**config.mk**
```make
export PLATFORM = sky130hd
export DESIGN_NAME = dp_sequencer
export DESIGN_NICKNAME = d
export VERILOG_FILES = /design/src/rtl/dp_ctrl_pkg.sv /design/src/rtl/dp_cond_eval.sv /design/src/rtl/dp_sequencer.sv
export SDC_FILE = /design/constraint.sdc
export NUM_CORES = 1
export LEC_CHECK = 0
export CAP_MARGIN = 10
export CORE_MARGIN = 10
export CORE_UTILIZATION = 34
export DETAILED_ROUTE_END_ITERATION = 10
export GPL_TIMING_DRIVEN = 0
export PLACE_DENSITY = 0.81
export SYNTH_ARGS = -nofsm -noshare
export SYNTH_HDL_FRONTEND = slang
export SYNTH_SLANG_ARGS = --single-unit
export TNS_END_PERCENT = 20
```
**constraint.sdc**
```tcl
create_clock -name clk -period 2.88 [get_ports clk]
set_clock_uncertainty 0.15 [all_clocks]
set_input_delay 0.432 -clock clk [delete_from_list [all_inputs] [get_ports clk]]
set_output_delay 0.432 -clock clk [all_outputs]
set_load 0.02 [all_outputs]
```
**src/rtl/dp_ctrl_pkg.sv**
```systemverilog
// Shared types and encodings for the ARM32 data-processing sequencer.
package dp_ctrl_pkg;

  typedef enum logic [1:0] {
    ST_IDLE,
    ST_DECODE,
    ST_EXECUTE,
    ST_WRITEBACK
  } state_e;

  // ALU operation encodings seen by the datapath
  localparam logic [2:0] ALU_ADD = 3'b000;
  localparam logic [2:0] ALU_SUB = 3'b001;
  localparam logic [2:0] ALU_AND = 3'b010;
  localparam logic [2:0] ALU_ORR = 3'b011;
  localparam logic [2:0] ALU_EOR = 3'b100;

  // ARM data-processing opcodes, instr[24:21]
  localparam logic [3:0] OP_AND = 4'b0000;
  localparam logic [3:0] OP_EOR = 4'b0001;
  localparam logic [3:0] OP_SUB = 4'b0010;
  localparam logic [3:0] OP_ADD = 4'b0100;
  localparam logic [3:0] OP_CMP = 4'b1010;
  localparam logic [3:0] OP_ORR = 4'b1100;
  localparam logic [3:0] OP_MOV = 4'b1101;

  // ARM condition codes, instr[31:28]
  localparam logic [3:0] COND_EQ = 4'b0000;
  localparam logic [3:0] COND_NE = 4'b0001;
  localparam logic [3:0] COND_CS = 4'b0010;
  localparam logic [3:0] COND_CC = 4'b0011;
  localparam logic [3:0] COND_MI = 4'b0100;
  localparam logic [3:0] COND_PL = 4'b0101;
  localparam logic [3:0] COND_VS = 4'b0110;
  localparam logic [3:0] COND_VC = 4'b0111;
  localparam logic [3:0] COND_HI = 4'b1000;
  localparam logic [3:0] COND_LS = 4'b1001;
  localparam logic [3:0] COND_GE = 4'b1010;
  localparam logic [3:0] COND_LT = 4'b1011;
  localparam logic [3:0] COND_GT = 4'b1100;
  localparam logic [3:0] COND_LE = 4'b1101;
  localparam logic [3:0] COND_AL = 4'b1110;

  // Shifter operations
  localparam logic [1:0] SH_LSL = 2'b00;
  localparam logic [1:0] SH_LSR = 2'b01;
  localparam logic [1:0] SH_ASR = 2'b10;
  localparam logic [1:0] SH_ROR = 2'b11;

  typedef struct packed {
    logic       legal;
    logic [2:0] alu_op;
  } op_dec_t;

  // Map an ARM opcode to its ALU operation; unsupported opcodes are not legal
  function automatic op_dec_t decode_op(input logic [3:0] opc);
    op_dec_t d;
    d.legal  = 1'b1;
    d.alu_op = ALU_ADD;
    case (opc)
      OP_AND:  d.alu_op = ALU_AND;
      OP_EOR:  d.alu_op = ALU_EOR;
      OP_SUB:  d.alu_op = ALU_SUB;
      OP_ADD:  d.alu_op = ALU_ADD;
      OP_CMP:  d.alu_op = ALU_SUB;
      OP_ORR:  d.alu_op = ALU_ORR;
      OP_MOV:  d.alu_op = ALU_ADD;
      default: d.legal  = 1'b0;
    endcase
    return d;
  endfunction

endpackage

```
**src/rtl/dp_cond_eval.sv**
```systemverilog
// ARM condition-code evaluator: (cond, NZCV) -> pass. 1111 never passes.
module dp_cond_eval
  import dp_ctrl_pkg::*;
(
  input  logic [3:0] cond_i,
  input  logic [3:0] nzcv_i,
  output logic       pass_o
);

  logic n, z, c, v;
  assign {n, z, c, v} = nzcv_i;

  // Evaluate the condition against the flags
  always_comb begin
    pass_o = 1'b0;
    case (cond_i)
      COND_EQ: pass_o = z;
      COND_NE: pass_o = !z;
      COND_CS: pass_o = c;
      COND_CC: pass_o = !c;
      COND_MI: pass_o = n;
      COND_PL: pass_o = !n;
      COND_VS: pass_o = v;
      COND_VC: pass_o = !v;
      COND_HI: pass_o = c && !z;
      COND_LS: pass_o = !c || z;
      COND_GE: pass_o = (n == v);
      COND_LT: pass_o = (n != v);
      COND_GT: pass_o = !z && (n == v);
      COND_LE: pass_o = z || (n != v);
      COND_AL: pass_o = 1'b1;
      default: pass_o = 1'b0;
    endcase
  end

endmodule

```
**src/rtl/dp_sequencer.sv**
```systemverilog
// Multicycle DECODE -> EXECUTE -> WRITEBACK control FSM for ARM32
// data-processing instructions. All datapath controls are decoded
// combinationally from the captured instruction and current state.
module dp_sequencer
  import dp_ctrl_pkg::*;
#(
  parameter int DATA_W  = 32,
  parameter int RADDR_W = 4
) (
  input  logic               clk,
  input  logic               rst,
  input  logic               instr_valid,
  output logic               instr_ready,
  input  logic [DATA_W-1:0]  instr,
  input  logic [DATA_W-1:0]  status_flags,
  output logic [RADDR_W-1:0] A_addr,
  output logic [RADDR_W-1:0] B_addr,
  output logic [RADDR_W-1:0] shift_addr,
  output logic               en_A,
  output logic               en_B,
  output logic               en_S,
  output logic               sel_A,
  output logic               sel_B,
  output logic               sel_shift,
  output logic [1:0]         shift_op,
  output logic [DATA_W-1:0]  shift_imme,
  output logic [DATA_W-1:0]  imme_data,
  output logic [2:0]         ALU_op,
  output logic               en_status,
  output logic               wb_sel,
  output logic [RADDR_W-1:0] w_addr1,
  output logic               w_en1,
  output logic               done,
  output logic               skipped,
  output logic               illegal
);

  state_e            state_q, state_d;
  logic [DATA_W-1:0] instr_q, instr_d;

  logic        cond_pass;
  op_dec_t     op_dec;
  logic        is_cmp;
  logic        imm_op;
  logic [4:0]  rot_amt;
  logic [DATA_W-1:0] imm_ext;
  logic [DATA_W-1:0] imm_rot;
  logic        unused_bits;

  assign op_dec  = decode_op(instr_q[24:21]);
  assign is_cmp  = (instr_q[24:21] == OP_CMP);
  assign imm_op  = instr_q[25];
  assign rot_amt = {instr_q[11:8], 1'b0};
  assign imm_ext = DATA_W'(instr_q[7:0]);
  // A shift by DATA_W yields zero, so rot_amt == 0 leaves imm_ext unchanged
  assign imm_rot = (imm_ext >> rot_amt) | (imm_ext << (DATA_W - 32'(rot_amt)));

  assign unused_bits = ^{status_flags[DATA_W-5:0], instr_q[27:26]};

  dp_cond_eval u_cond (
    .cond_i (instr_q[31:28]),
    .nzcv_i (status_flags[DATA_W-1 -: 4]),
    .pass_o (cond_pass)
  );

  // State and captured-instruction registers
  always_ff @(posedge clk or posedge rst) begin
    if (rst) begin
      state_q <= ST_IDLE;
      instr_q <= '0;
    end else begin
      state_q <= state_d;
      instr_q <= instr_d;
    end
  end

  // Next-state: accept in IDLE, retire early on cond fail / illegal opcode
  always_comb begin
    state_d = state_q;
    instr_d = instr_q;
    case (state_q)
      ST_IDLE: begin
        if (instr_valid) begin
          instr_d = instr;
          state_d = ST_DECODE;
        end
      end
      ST_DECODE:    state_d = (cond_pass && op_dec.legal) ? ST_EXECUTE : ST_IDLE;
      ST_EXECUTE:   state_d = ST_WRITEBACK;
      ST_WRITEBACK: state_d = ST_IDLE;
      default:      state_d = ST_IDLE;
    endcase
  end

  // Outputs: operand/shift controls in all busy states, ALU controls from EXECUTE
  always_comb begin
    instr_ready = 1'b0;
    A_addr      = '0;
    B_addr      = '0;
    shift_addr  = '0;
    en_A        = 1'b0;
    en_B        = 1'b0;
    en_S        = 1'b0;
    sel_A       = 1'b0;
    sel_B       = 1'b0;
    sel_shift   = 1'b0;
    shift_op    = SH_LSL;
    shift_imme  = '0;
    imme_data   = '0;
    ALU_op      = ALU_ADD;
    en_status   = 1'b0;
    wb_sel      = 1'b0;
    w_addr1     = '0;
    w_en1       = 1'b0;
    done        = 1'b0;
    skipped     = 1'b0;
    illegal     = 1'b0;

    if (state_q == ST_IDLE) begin
      instr_ready = !rst;
    end else begin
      A_addr     = RADDR_W'(instr_q[19:16]);
      B_addr     = RADDR_W'(instr_q[3:0]);
      shift_addr = RADDR_W'(instr_q[11:8]);
      if (imm_op) begin
        imme_data = imm_rot;
      end else begin
        shift_op  = instr_q[6:5];
        sel_shift = instr_q[4];
        if (!instr_q[4]) shift_imme = DATA_W'(instr_q[11:7]);
      end
    end

    case (state_q)
      ST_DECODE: begin
        en_A    = 1'b1;
        en_B    = 1'b1;
        en_S    = 1'b1;
        skipped = !cond_pass;
        illegal = cond_pass && !op_dec.legal;
        done    = !cond_pass || !op_dec.legal;
      end
      ST_EXECUTE, ST_WRITEBACK: begin
        ALU_op = op_dec.alu_op;
        sel_A  = (instr_q[24:21] == OP_MOV);
        sel_B  = imm_op;
        if (state_q == ST_EXECUTE) begin
          en_status = instr_q[20] || is_cmp;
        end else begin
          done  = 1'b1;
          w_en1 = !is_cmp;
          if (!is_cmp) w_addr1 = RADDR_W'(instr_q[15:12]);
        end
      end
      default: ;
    endcase
  end

endmodule

```
==> metrics.txt, run 1 <==
Tcrit/Tclk final 99.9%; num rows 32; Clock Path Buffers 2; Num CTS Buffers 5; GRT Residual Overflow 0; total clock sinks 32; Residual DRC 0; async set-reset flop share out of synthesis 100%; via density per instance 4.98; Max Clk Rate 0.348 GHz; RSZ-0062 raised after global routing true; Hold Crit Class flip-flop to flip-flop; hold_sp instr_q[12]$_DFFE_PP0P_; gr usage total 15.8%; pre-CTS worst setup slack -900 ps; core area 7730 sq um; final wirelength 9900 microns; CP endpoint kind output port; post-synthesis sequential area ratio 29.5%; Seq cells post-synth 32; Post-Synthesis Cells 336; Arr. time, crit path 2300 ps; Syn. warnings 0; die height approximately 110 microns; CP Data Required Time 2300 ps; fin worst setup slack roughly 2.8 ps; total power 5.16 mW; Leak roughly 1.9 nW; Avg Cell Area, Syn 8.07 sq um; pwr dens between 1000 and 1500 nW/um^2; r2r startpoint state_q[0]$_DFFE_PP0P_; Crit-path slowest cell or3_4; Bufs and invs on worst path 3; nets ~550; Post-Syn Area 2710 sq um; first-pass GRT wire length 15400 microns; clock-pin transition on the worst setup and hold timing paths roughly 60 ps; Pre-antenna DRT Iters 5; ant diodes 0; Critical path origin instr_q[8]$_DFFE_PP0P_; TritonCTS clock tree built; layout cells sized above 1 31.2%; Worst-Margin Slew 700 ps; # H-tree levels 2; port bufs about 110; IO Count 165; Max-slew headroom 53.3%; Die Footprint 12000 sq um; area grow syn2layout 58.5%; VDD IR max 0.000685 V; FILL cells 732; antenna-violating nets left 0; final hold violations 0; critical path class flip-flop to output port; largest net degree at the start of global routing 19; CTS Root Cell clkbuf_8; CP Max Fanout 4; Top FF cell, synth dfrtp_1; Clock Latency Late Sink approximately 280 ps; antenna violations before repair 0; gpl congestion 0.869; CP Cell Sequence clkbuf_8 > clkinvlp_4 > ha_4 > nor3b_4 > nor2_2 > nand2_4 > or3_4 > o22ai_2 > buf_6; Netlist cell types 50; status finished, final reports clean; Max Cap Viol 0; Initial DRC Count 120; DR WL/cell 17.0 microns; die width 109 microns; TNS Setup 0 ps; hold slack final 350 ps; Starting Density roughly a third; vias in the first global route 3055; startpoint types flip-flop; Tmin final 2880 ps; count of hold-fix buffers inserted at cts 0; Setup violations, final 0; Max Slew Vio Count 0; Post-synth EDFFs 0; dpl hpwl 7980 microns; CP top delay family simple AND/OR/NAND/NOR gates; CP max stage delay around 450 ps; DR vias 2904
-- sequential cells by signal, indices dropped and copies added, names as in the netlist, named ones only --
name and flops:
state_q 1, instr_q 30
-- cells in the mapped netlist, drive strengths merged (5+ instances only) --
cell     n  area share, %
a31oi    6            1.4
nand2   29            4.3
nor2    41            5.7
nor3    15            3.2
nand2b   6            1.4
nor2b   12            2.8
o21ai   22            4.1
nor3b    5            1.4
buf     40             10
a21oi   14            2.6
clkbuf  14            1.9
nor4     7            1.6
mux2    27             11
and2     8            1.8
dfrtp   32             30
inv     10            1.4
-- through the flow --
stage          area, sq um  std cells  utilization [%]
6_report              4300        583             55.7
3_3_place_gp          4000        571             51.8
3_5_place_dp          4030        572             52.2
2_1_floorplan         2810        363                -
4_1_cts               4220        582             54.6
5_1_grt               4300        583             55.7
-- layout make-up --
type / instances / area [sq um] / share of cell area [%]
buffer: 53 / 370 / 8.61
clock buffer: 8 / 90.1 / 2.09
inverter: 10 / 41.3 / 0.960
multi-input combinational: 267 / 1830 / 42.6
sequential: 32 / 801 / 18.6
tap: 102 / 128 / 2.97
timing repair buffer: 111 / 1040 / 24.2
-- where the power goes --
group          internal [mW]  switching, mW  leakage, nW
logic                   1.62           2.27         1.46
clock network          0.195          0.158       0.0455
registers              0.672          0.236        0.381
-- logic make-up after synthesis --
family                   Yosys count  share of synthesized area (%)
AND/OR/NAND/NOR                  142                           27.2
flip-flops                        32                           29.5
adder cells (fa/ha/maj)            1                          0.461
multiplexers                      31                           12.7
other                              1                          0.138
buffers and inverters             64                           13.6
XOR/XNOR                           6                           2.63
AO/OA/AOI/OAI                     59                           13.7
-- worst paths after layout --
check	to	slack [ps]	cells past startpoint
max	imme_data[0]	3	9
min	instr_q[12]$_DFFE_PP0P_	350	1
max reg2reg	instr_q[3]$_DFFE_PP0P_	770	5
min reg2reg	instr_q[12]$_DFFE_PP0P_	350	1
max in group asynchronous	instr_q[3]$_DFFE_PP0P_	1560	3
min in group asynchronous	instr_q[16]$_DFFE_PP0P_	490	2
-- layout by cell type (no fill, tap or decap), types with 3 or more instances in the layout --
cell and n:
clkdlybuf4s50_1 68, buf_4 41, nor2_1 38, dfrtp_1 32
conb_1 28, mux2_2 27, nand2_1 26, clkbuf_2 13
buf_2 12, o21ai_0 12, nor2b_1 12, nor3_1 12
a21oi_1 12, and2_1 8, inv_1 8, clkbuf_1 7
clkbuf_8 7, buf_6 7, nand2b_1 6, a31oi_1 6
nor4_1 5, o21ai_1 5, o21ai_2 5, clkdlybuf4s15_2 5
nor3b_1 4, nand3_1 4, dlygate4sd2_1 4, mux2i_1 3
nand3b_1 3, and3_1 3, dlymetal6s2s_1 3
-- metal layers --
| layer | global-route usage, % | wire [microns] | up-vias |
|---|---|---|---|
| met1 | 17.1 | 3880 | 1354 |
| met3 | 8.48 | 1480 | 10 |
| met4 | 5.39 | 127 | 0 |
| li1 | - | - | 1392 |
| met5 | 0 | 0 | - |
| met2 | 25.9 | 4420 | 148 |
-- repair_timing --
item                       in CTS  in global routing
pin swaps                       4                  6
setup buffers                   3                  1
gates resized for setup       145                 60
setup endpoints to repair      45                 44
No activity file was read; power rests on OpenSTA's default activity.
==> inputs of run 2 (changes only) <==
--- a/config.mk
+++ b/config.mk
@@ -7,11 +7,11 @@
 export LEC_CHECK = 0
 export CAP_MARGIN = 10
 export CORE_MARGIN = 10
-export CORE_UTILIZATION = 34
+export CORE_UTILIZATION = 58
 export DETAILED_ROUTE_END_ITERATION = 10
+export DONT_BUFFER_PORTS = 1
 export GPL_TIMING_DRIVEN = 0
-export PLACE_DENSITY = 0.81
+export PLACE_DENSITY = 0.8
 export SYNTH_ARGS = -nofsm -noshare
 export SYNTH_HDL_FRONTEND = slang
 export SYNTH_SLANG_ARGS = --single-unit
-export TNS_END_PERCENT = 20
==> run 2 against run 1 <==
Effect of this change:
- highest routed layer unchanged
- the flow now finishes with violations (negative hold slack)
- largest power group unchanged
- critical path depth is 2 lower
- die area down 35%
- non-clock buffer count shrank 103
- clock-buffer cell count is 2 lower
==> metrics.txt, run 2 (synthesized netlist as in run 1, its figures left out) <==
status complete, but fails checks; failing checks negative hold slack; reg2reg path depth 5 (unchanged); first-pass GRT wire length 12500 microns (-18%); Largest Register instr_q; Switching Fraction 56.7% (+5.0 points); TritonCTS clock tree built; placed instance area 2880 sq um (-29%); Top Metal Used met4; Switching Power 2.57 mW (-3.7%); combinational group share of total power 73.0% (-2.6 points); final hold violations 15 (+15); CP Data Required Time 2300 ps (about the same); Critical path origin instr_q[9]$_DFFE_PP0P_; startpoint types flip-flop; RR Endpoint instr_q[24]$_DFFE_PP0P_; met3 routed WL 1170 microns (-21%); Num CTS Buffers 5 (unchanged); Hold Crit Class input pin to async pin; core area 4440 sq um (-42%); antenna-violating nets left 0 (unchanged); nets 445 (-19%); CTS Root Cell clkbuf_8; DR WL/cell 19.7 microns (+16%); CP endpoint kind output port; commonest non-fill, non-tap cells in the layout buf_4 (38), dfrtp_1 (32), conb_1 (28); number of flip-flops in the largest register 30 (unchanged); DR vias 2532 (-13%); Residual DRC 0 (unchanged); gpl congestion 0.974 (+12%); total power 4.53 mW (-12%); Tcrit/Tclk final 98.0% (-1.9 points); Setup violations, final 0 (unchanged); hold slack final -6.91 ps (-357 ps); clock-pin transition on the worst setup and hold timing paths 60 ps (about the same); largest net degree at the start of global routing 33 (+14); Max Slew Vio Count 0 (unchanged); Max-slew headroom 30.9% (-22 points); metal1 wirelength 3090 microns (-20%); Max Cap Viol 0 (unchanged); Seq pwr share 19.8% (+2.2 points); Tmin final 2820 ps (-54.4 ps); pwr dens 1400 nW/um^2 (+17%); port bufs 0 (-100%); # H-tree levels 2 (unchanged); GRT Residual Overflow 0 (unchanged); met2 routed WL 4060 microns (-8.1%); fin worst setup slack 57.3 ps (+54.4 ps); Worst-Margin Slew 1020 ps (+322 ps); Max Clk Rate 0.354 GHz (+1.9%); total clock sinks 32 (unchanged); die height 88.4 microns (-19%); Finished Core Util 72.7% (+17 points); Clock power frac 7.1% (+0.3 points); pre-CTS worst setup slack -437 ps (+463 ps); critical path class flip-flop to output port; fin area 3230 sq um (-25%); RSZ-0062 raised after global routing true; antenna violations before repair 0 (unchanged); Arr. time, crit path 2240 ps (-60 ps); Leak 1.35 nW (-28%); Clock Path Buffers 2 (unchanged); area grow syn2layout 19.0%; Starting Density 61.0% (+26 points); Pre-antenna DRT Iters 5 (unchanged); VDD IR max 0.000688 V (+0.48%); internal power 1.97 mW (-21%); r2r startpoint state_q[0]$_DFFE_PP0P_; final wirelength 8450 microns (-15%); FF-to-FF setup slack 750 ps (-20 ps); Regs by FF count instr_q (30), state_q (1); IO Count 165 (unchanged); dpl hpwl 6370 microns (-20%); gr usage total 20.3% (+4.5 points); Clock Latency Late Sink 280 ps (about the same); count of hold-fix buffers inserted at cts 0 (unchanged); CP Max Fanout 10 (+6); most common library cell in the layout ignoring fill and taps buf_4; Worst Setup EP imme_data[23]; via density per instance 5.90 (+18%); vias in the first global route 2428 (-21%); num rows 24 (-25%); Die Footprint 7810 sq um (-35%); Initial DRC Count 260 (+120%); ant diodes 0 (unchanged); die width 88.4 microns (-19%); layout cells sized above 1 32.9% (+1.7 points)
run 2: area by class of cell:
cell class | instances | area [sq um]
multi-input combinational | 267 | 1820
fill | 360 | 1210
sequential | 32 | 801
buffer | 53 | 347
timing repair buffer | 8 | 80.1
clock buffer | 6 | 72.6
tap | 52 | 65.1
inverter | 10 | 41.3
clock inverter | 1 | 5.00
run 2: stage by stage:
| stage | hold WS, ps | std cells | setup TNS, ps |
|---|---|---|---|
| finish | -6.91 | 429 | 0 |
| global route | 22.1 | 429 | -351 |
| CTS | 112 | 423 | 0 |
| detailed placement | 341 | 415 | -9030 |
| global placement | 332 | 415 | -9150 |
| floorplan | 322 | 363 | -24.8 |
run 2: worst min-delay path by stage:
| stage | to | cells past startpoint | slack (ps) | startpoint |
|---|---|---|---|---|
| CTS | instr_q[9]$_DFFE_PP0P_ | 2 | 110 | instr[9] |
| floorplan | instr_q[20]$_DFFE_PP0P_ | 1 | 320 | instr_q[20]$_DFFE_PP0P_ |
| finish | instr_q[16]$_DFFE_PP0P_ | 1 | -7 | rst |
| detailed placement | instr_q[19]$_DFFE_PP0P_ | 1 | 340 | instr_q[19]$_DFFE_PP0P_ |
| global placement | instr_q[16]$_DFFE_PP0P_ | 1 | 330 | instr_q[16]$_DFFE_PP0P_ |
| global route | instr_q[16]$_DFFE_PP0P_ | 1 | 20 | rst |
run 2: timing repair:
action                                  CTS  global route
endpoints found under the setup margin   32            31
pin swaps                                 6             5
gates resized for setup                  48            10
buffers inserted                          2             5
run 2: worst max-delay path: stages (launching register included):
cell and delay [ps]:
dfrtp_1 360, buf_4 170, inv_2 120, ha_4 170, xor2_1 330, clkbuf_2 320
nand2_1 150, nor3_2 350
run 2: power groups by stage:
stage / Combinational [mW] / Clock, mW / Sequential [mW]
after floorplan: 2.28 / 0 / 0.826
after global placement: 2.69 / 0 / 0.886
after detailed placement: 2.74 / 0 / 0.898
after CTS: 3.08 / 0.334 / 0.892
after global routing: 3.57 / 0.358 / 0.931
final: 3.31 / 0.323 / 0.900
run 2: layer usage:
metal  global-route usage [%]  vias up
met1                     22.1     1166
met5                        0        -
li1                         -     1188
met3                     10.4       15
met4                     5.14        0
met2                     34.4      163
==> inputs of run 3 (changes only) <==
--- a/config.mk
+++ b/config.mk
@@ -5,13 +5,13 @@
 export SDC_FILE = /design/constraint.sdc
 export NUM_CORES = 1
 export LEC_CHECK = 0
-export CAP_MARGIN = 10
+export CAP_MARGIN = 20
 export CORE_MARGIN = 10
-export CORE_UTILIZATION = 58
+export CORE_UTILIZATION = 64
 export DETAILED_ROUTE_END_ITERATION = 10
 export DONT_BUFFER_PORTS = 1
 export GPL_TIMING_DRIVEN = 0
-export PLACE_DENSITY = 0.8
+export PLACE_DENSITY = 0.84
 export SYNTH_ARGS = -nofsm -noshare
 export SYNTH_HDL_FRONTEND = slang
 export SYNTH_SLANG_ARGS = --single-unit
==> constraint.sdc (replaced) <==
create_clock -name clk -period 2.6 [get_ports clk]
set_clock_uncertainty 0.15 [all_clocks]
set_input_delay 0.39 -clock clk [delete_from_list [all_inputs] [get_ports clk]]
set_output_delay 0.39 -clock clk [all_outputs]
set_load 0.02 [all_outputs]
==> run 3 against run 2 <==
Effect of this change:
- the run ends with negative setup slack left
- global-route usage grew 2.0 points
- first-iteration DRC count up 31%
- wire length grew 22%
- clock power rose by 26%
- power grew 45%
- die area decreased by 7.3%
- largest power group unchanged
- highest routed layer unchanged
==> metrics.txt, run 3 (synthesized netlist as in run 1, its figures left out) <==
core area 4060 sq um (-8.7%); worst hold path cell count 2; placed instance area 2950 sq um (+2.4%); pre-CTS worst setup slack -432 ps (+4.82 ps); Clock Path Buffers 2 (unchanged); first-pass GRT wire length 13400 microns (+6.9%); Pre-antenna DRT Iters 6 (+1); most common library cell in the layout ignoring fill and taps buf_4; Max Cap Viol 0 (unchanged); combinational group share of total power 78.0% (+5.0 points); antenna-violating nets left 0 (unchanged); fin area 3740 sq um (+16%); total power 6.57 mW (+45%); IO Count 165 (unchanged); DR WL/cell 23.8 microns (+21%); Leak 1.51 nW (+12%); status complete, but fails checks; TritonCTS clock tree built; Tmin final 2780 ps; Switching Fraction 57.0% (+0.36 points); Max-slew headroom 35.2% (+4.3 points); Arr. time, crit path 2240 ps (about the same); fin worst setup slack -182 ps (-239 ps); Clock Latency Late Sink 280 ps (about the same); Max Slew Vio Count 0 (unchanged); CP Data Required Time 2060 ps (-240 ps); failing checks negative setup slack; Setup violations, final 28 (+28); CP endpoint kind output port; internal power 2.82 mW (+44%); gpl congestion 0.903 (-7.3%); nets 451 (+1.3%); Die Footprint 7240 sq um (-7.3%); die height 85.1 microns (-3.7%); Max Clk Rate between 0.3 and 0.4 GHz; VDD IR max 0.00107 V (+55%); hold_sp instr[9]; # H-tree levels 2 (unchanged); die width 85.1 microns (-3.7%); antenna violations before repair 0 (unchanged); ant diodes 0 (unchanged); CTS Root Cell clkbuf_8; Clock power frac 6.2% (-0.9 points); FILL cells 151 (-58%); pwr dens 1760 nW/um^2 (+25%); critical path class flip-flop to output port; Hold Path End instr_q[9]$_DFFE_PP0P_; commonest non-fill, non-tap cells in the layout buf_4 (39), dfrtp_1 (32), conb_1 (28); reg2reg path depth 5 (unchanged); Regs by FF count instr_q (30), state_q (1); final wirelength 10300 microns (+22%); RSZ-0062 raised after global routing true; clock-pin transition on the worst setup and hold timing paths 80 ps (+20 ps); Num CTS Buffers 5 (unchanged); total clock sinks 32 (unchanged); via density per instance 6.58 (+12%); port bufs 0 (unchanged); Seq pwr share 15.8% (-4.0 points); startpoint types flip-flop; RR Endpoint instr_q[0]$_DFFE_PP0P_; area grow syn2layout 37.8%; FF-to-FF setup slack 520 ps (-230 ps); final hold violations 0 (-15); DR vias 2857 (+13%); Largest Register instr_q; vias in the first global route 2520 (+3.8%); GRT Residual Overflow 0 (unchanged); num rows 23 (-4.2%); Initial DRC Count 341 (+31%); largest net degree at the start of global routing 22 (-33%); Switching Power 3.74 mW (+46%); Tcrit/Tclk final 107%; Residual DRC 0 (unchanged); gr usage total 22.3% (+2.0 points); Starting Density 66.9% (+5.8 points); r2r startpoint state_q[0]$_DFFE_PP0P_; dpl hpwl 6440 microns (+1.1%); Worst-Margin Slew 958 ps (-63.8 ps); CP Max Fanout 4 (-6); layout cells sized above 1 46.1% (+13 points); number of flip-flops in the largest register 30 (unchanged); Hold Crit Class input pin to flip-flop
-- run 3: changes by cell type in the layout (fill, tap and decap cells not counted), sizes merged --
cell	before	now
buf	51	56
clkbuf	16	17
clkinv	1	0
clkinvlp	1	2
dlygate4sd3	0	1
-- run 3: area by class of cell --
type	count	area, sq um	area share [%]
inverters	10	46.3	1.24
clock inverters	1	7.51	0.201
clock buffers	7	86.3	2.31
multi-input cells	267	2200	58.8
flip-flops and latches	32	801	21.4
well taps	50	62.6	1.67
repair buffers	15	150	4.02
plain buffers	52	388	10.4
-- run 3: repair_timing --
item                       4_1_cts  5_1_grt
hold buffers                     1        0
setup endpoints to repair       36       44
setup buffers                    8        5
hold endpoints to repair        11        0
pin swaps                       16       27
resized for setup               58       93
-- run 3: critical path, stage by stage, from the launching register on --
cell        delay [ps]
dfrtp_1            390
clkbuf_8           160
clkinvlp_4         100
ha_4               200
nor3b_4            170
nor2_4             150
nand2_4             70
or3_4              410
o22ai_4            300
-- run 3: per-stage QoR --
step	cells	TNS, ps	hold slack, ps	util, %
after global routing	434	-3980	74.7	92.1
after CTS	429	-720	71.1	81.7
final	434	-2260	74.9	92.1
after floorplan	363	0	322	-
after global placement	413	-7800	332	72.0
after detailed placement	414	-8200	205	72.6
-- run 3: power by group through the flow --
stage	Sequential (mW)	Clock, mW	Combinational [mW]
final	1.04	0.407	5.12
after global placement	0.982	0	3.10
after global routing	1.07	0.424	5.37
after floorplan	0.915	0	2.62
after CTS	0.991	0.410	3.72
after detailed placement	0.996	0	3.14
-- run 3: how the worst max path moves through the flow --
stage | startpoint | endpoint | slack, ps | depth (start not counted)
detailed placement | instr_q[8]$_DFFE_PP0P_ | imme_data[30] | -430 | 8
finish | instr_q[8]$_DFFE_PP0P_ | imme_data[0] | -180 | 8
global route | instr_q[8]$_DFFE_PP0P_ | imme_data[0] | -220 | 8
CTS | instr_q[8]$_DFFE_PP0P_ | imme_data[0] | -80 | 8
floorplan | instr_q[8]$_DFFE_PP0P_ | imme_data[22] | 10 | 8
global placement | instr_q[8]$_DFFE_PP0P_ | imme_data[30] | -380 | 8
-- run 3: per-layer routing --
metal	track usage, %	vias up	part of all wire [%]
met2	38.1	256	49
met4	6.89	0	5.1
met1	24.0	1339	32
met5	0	-	0
met3	10.3	62	14
li1	-	1200	-
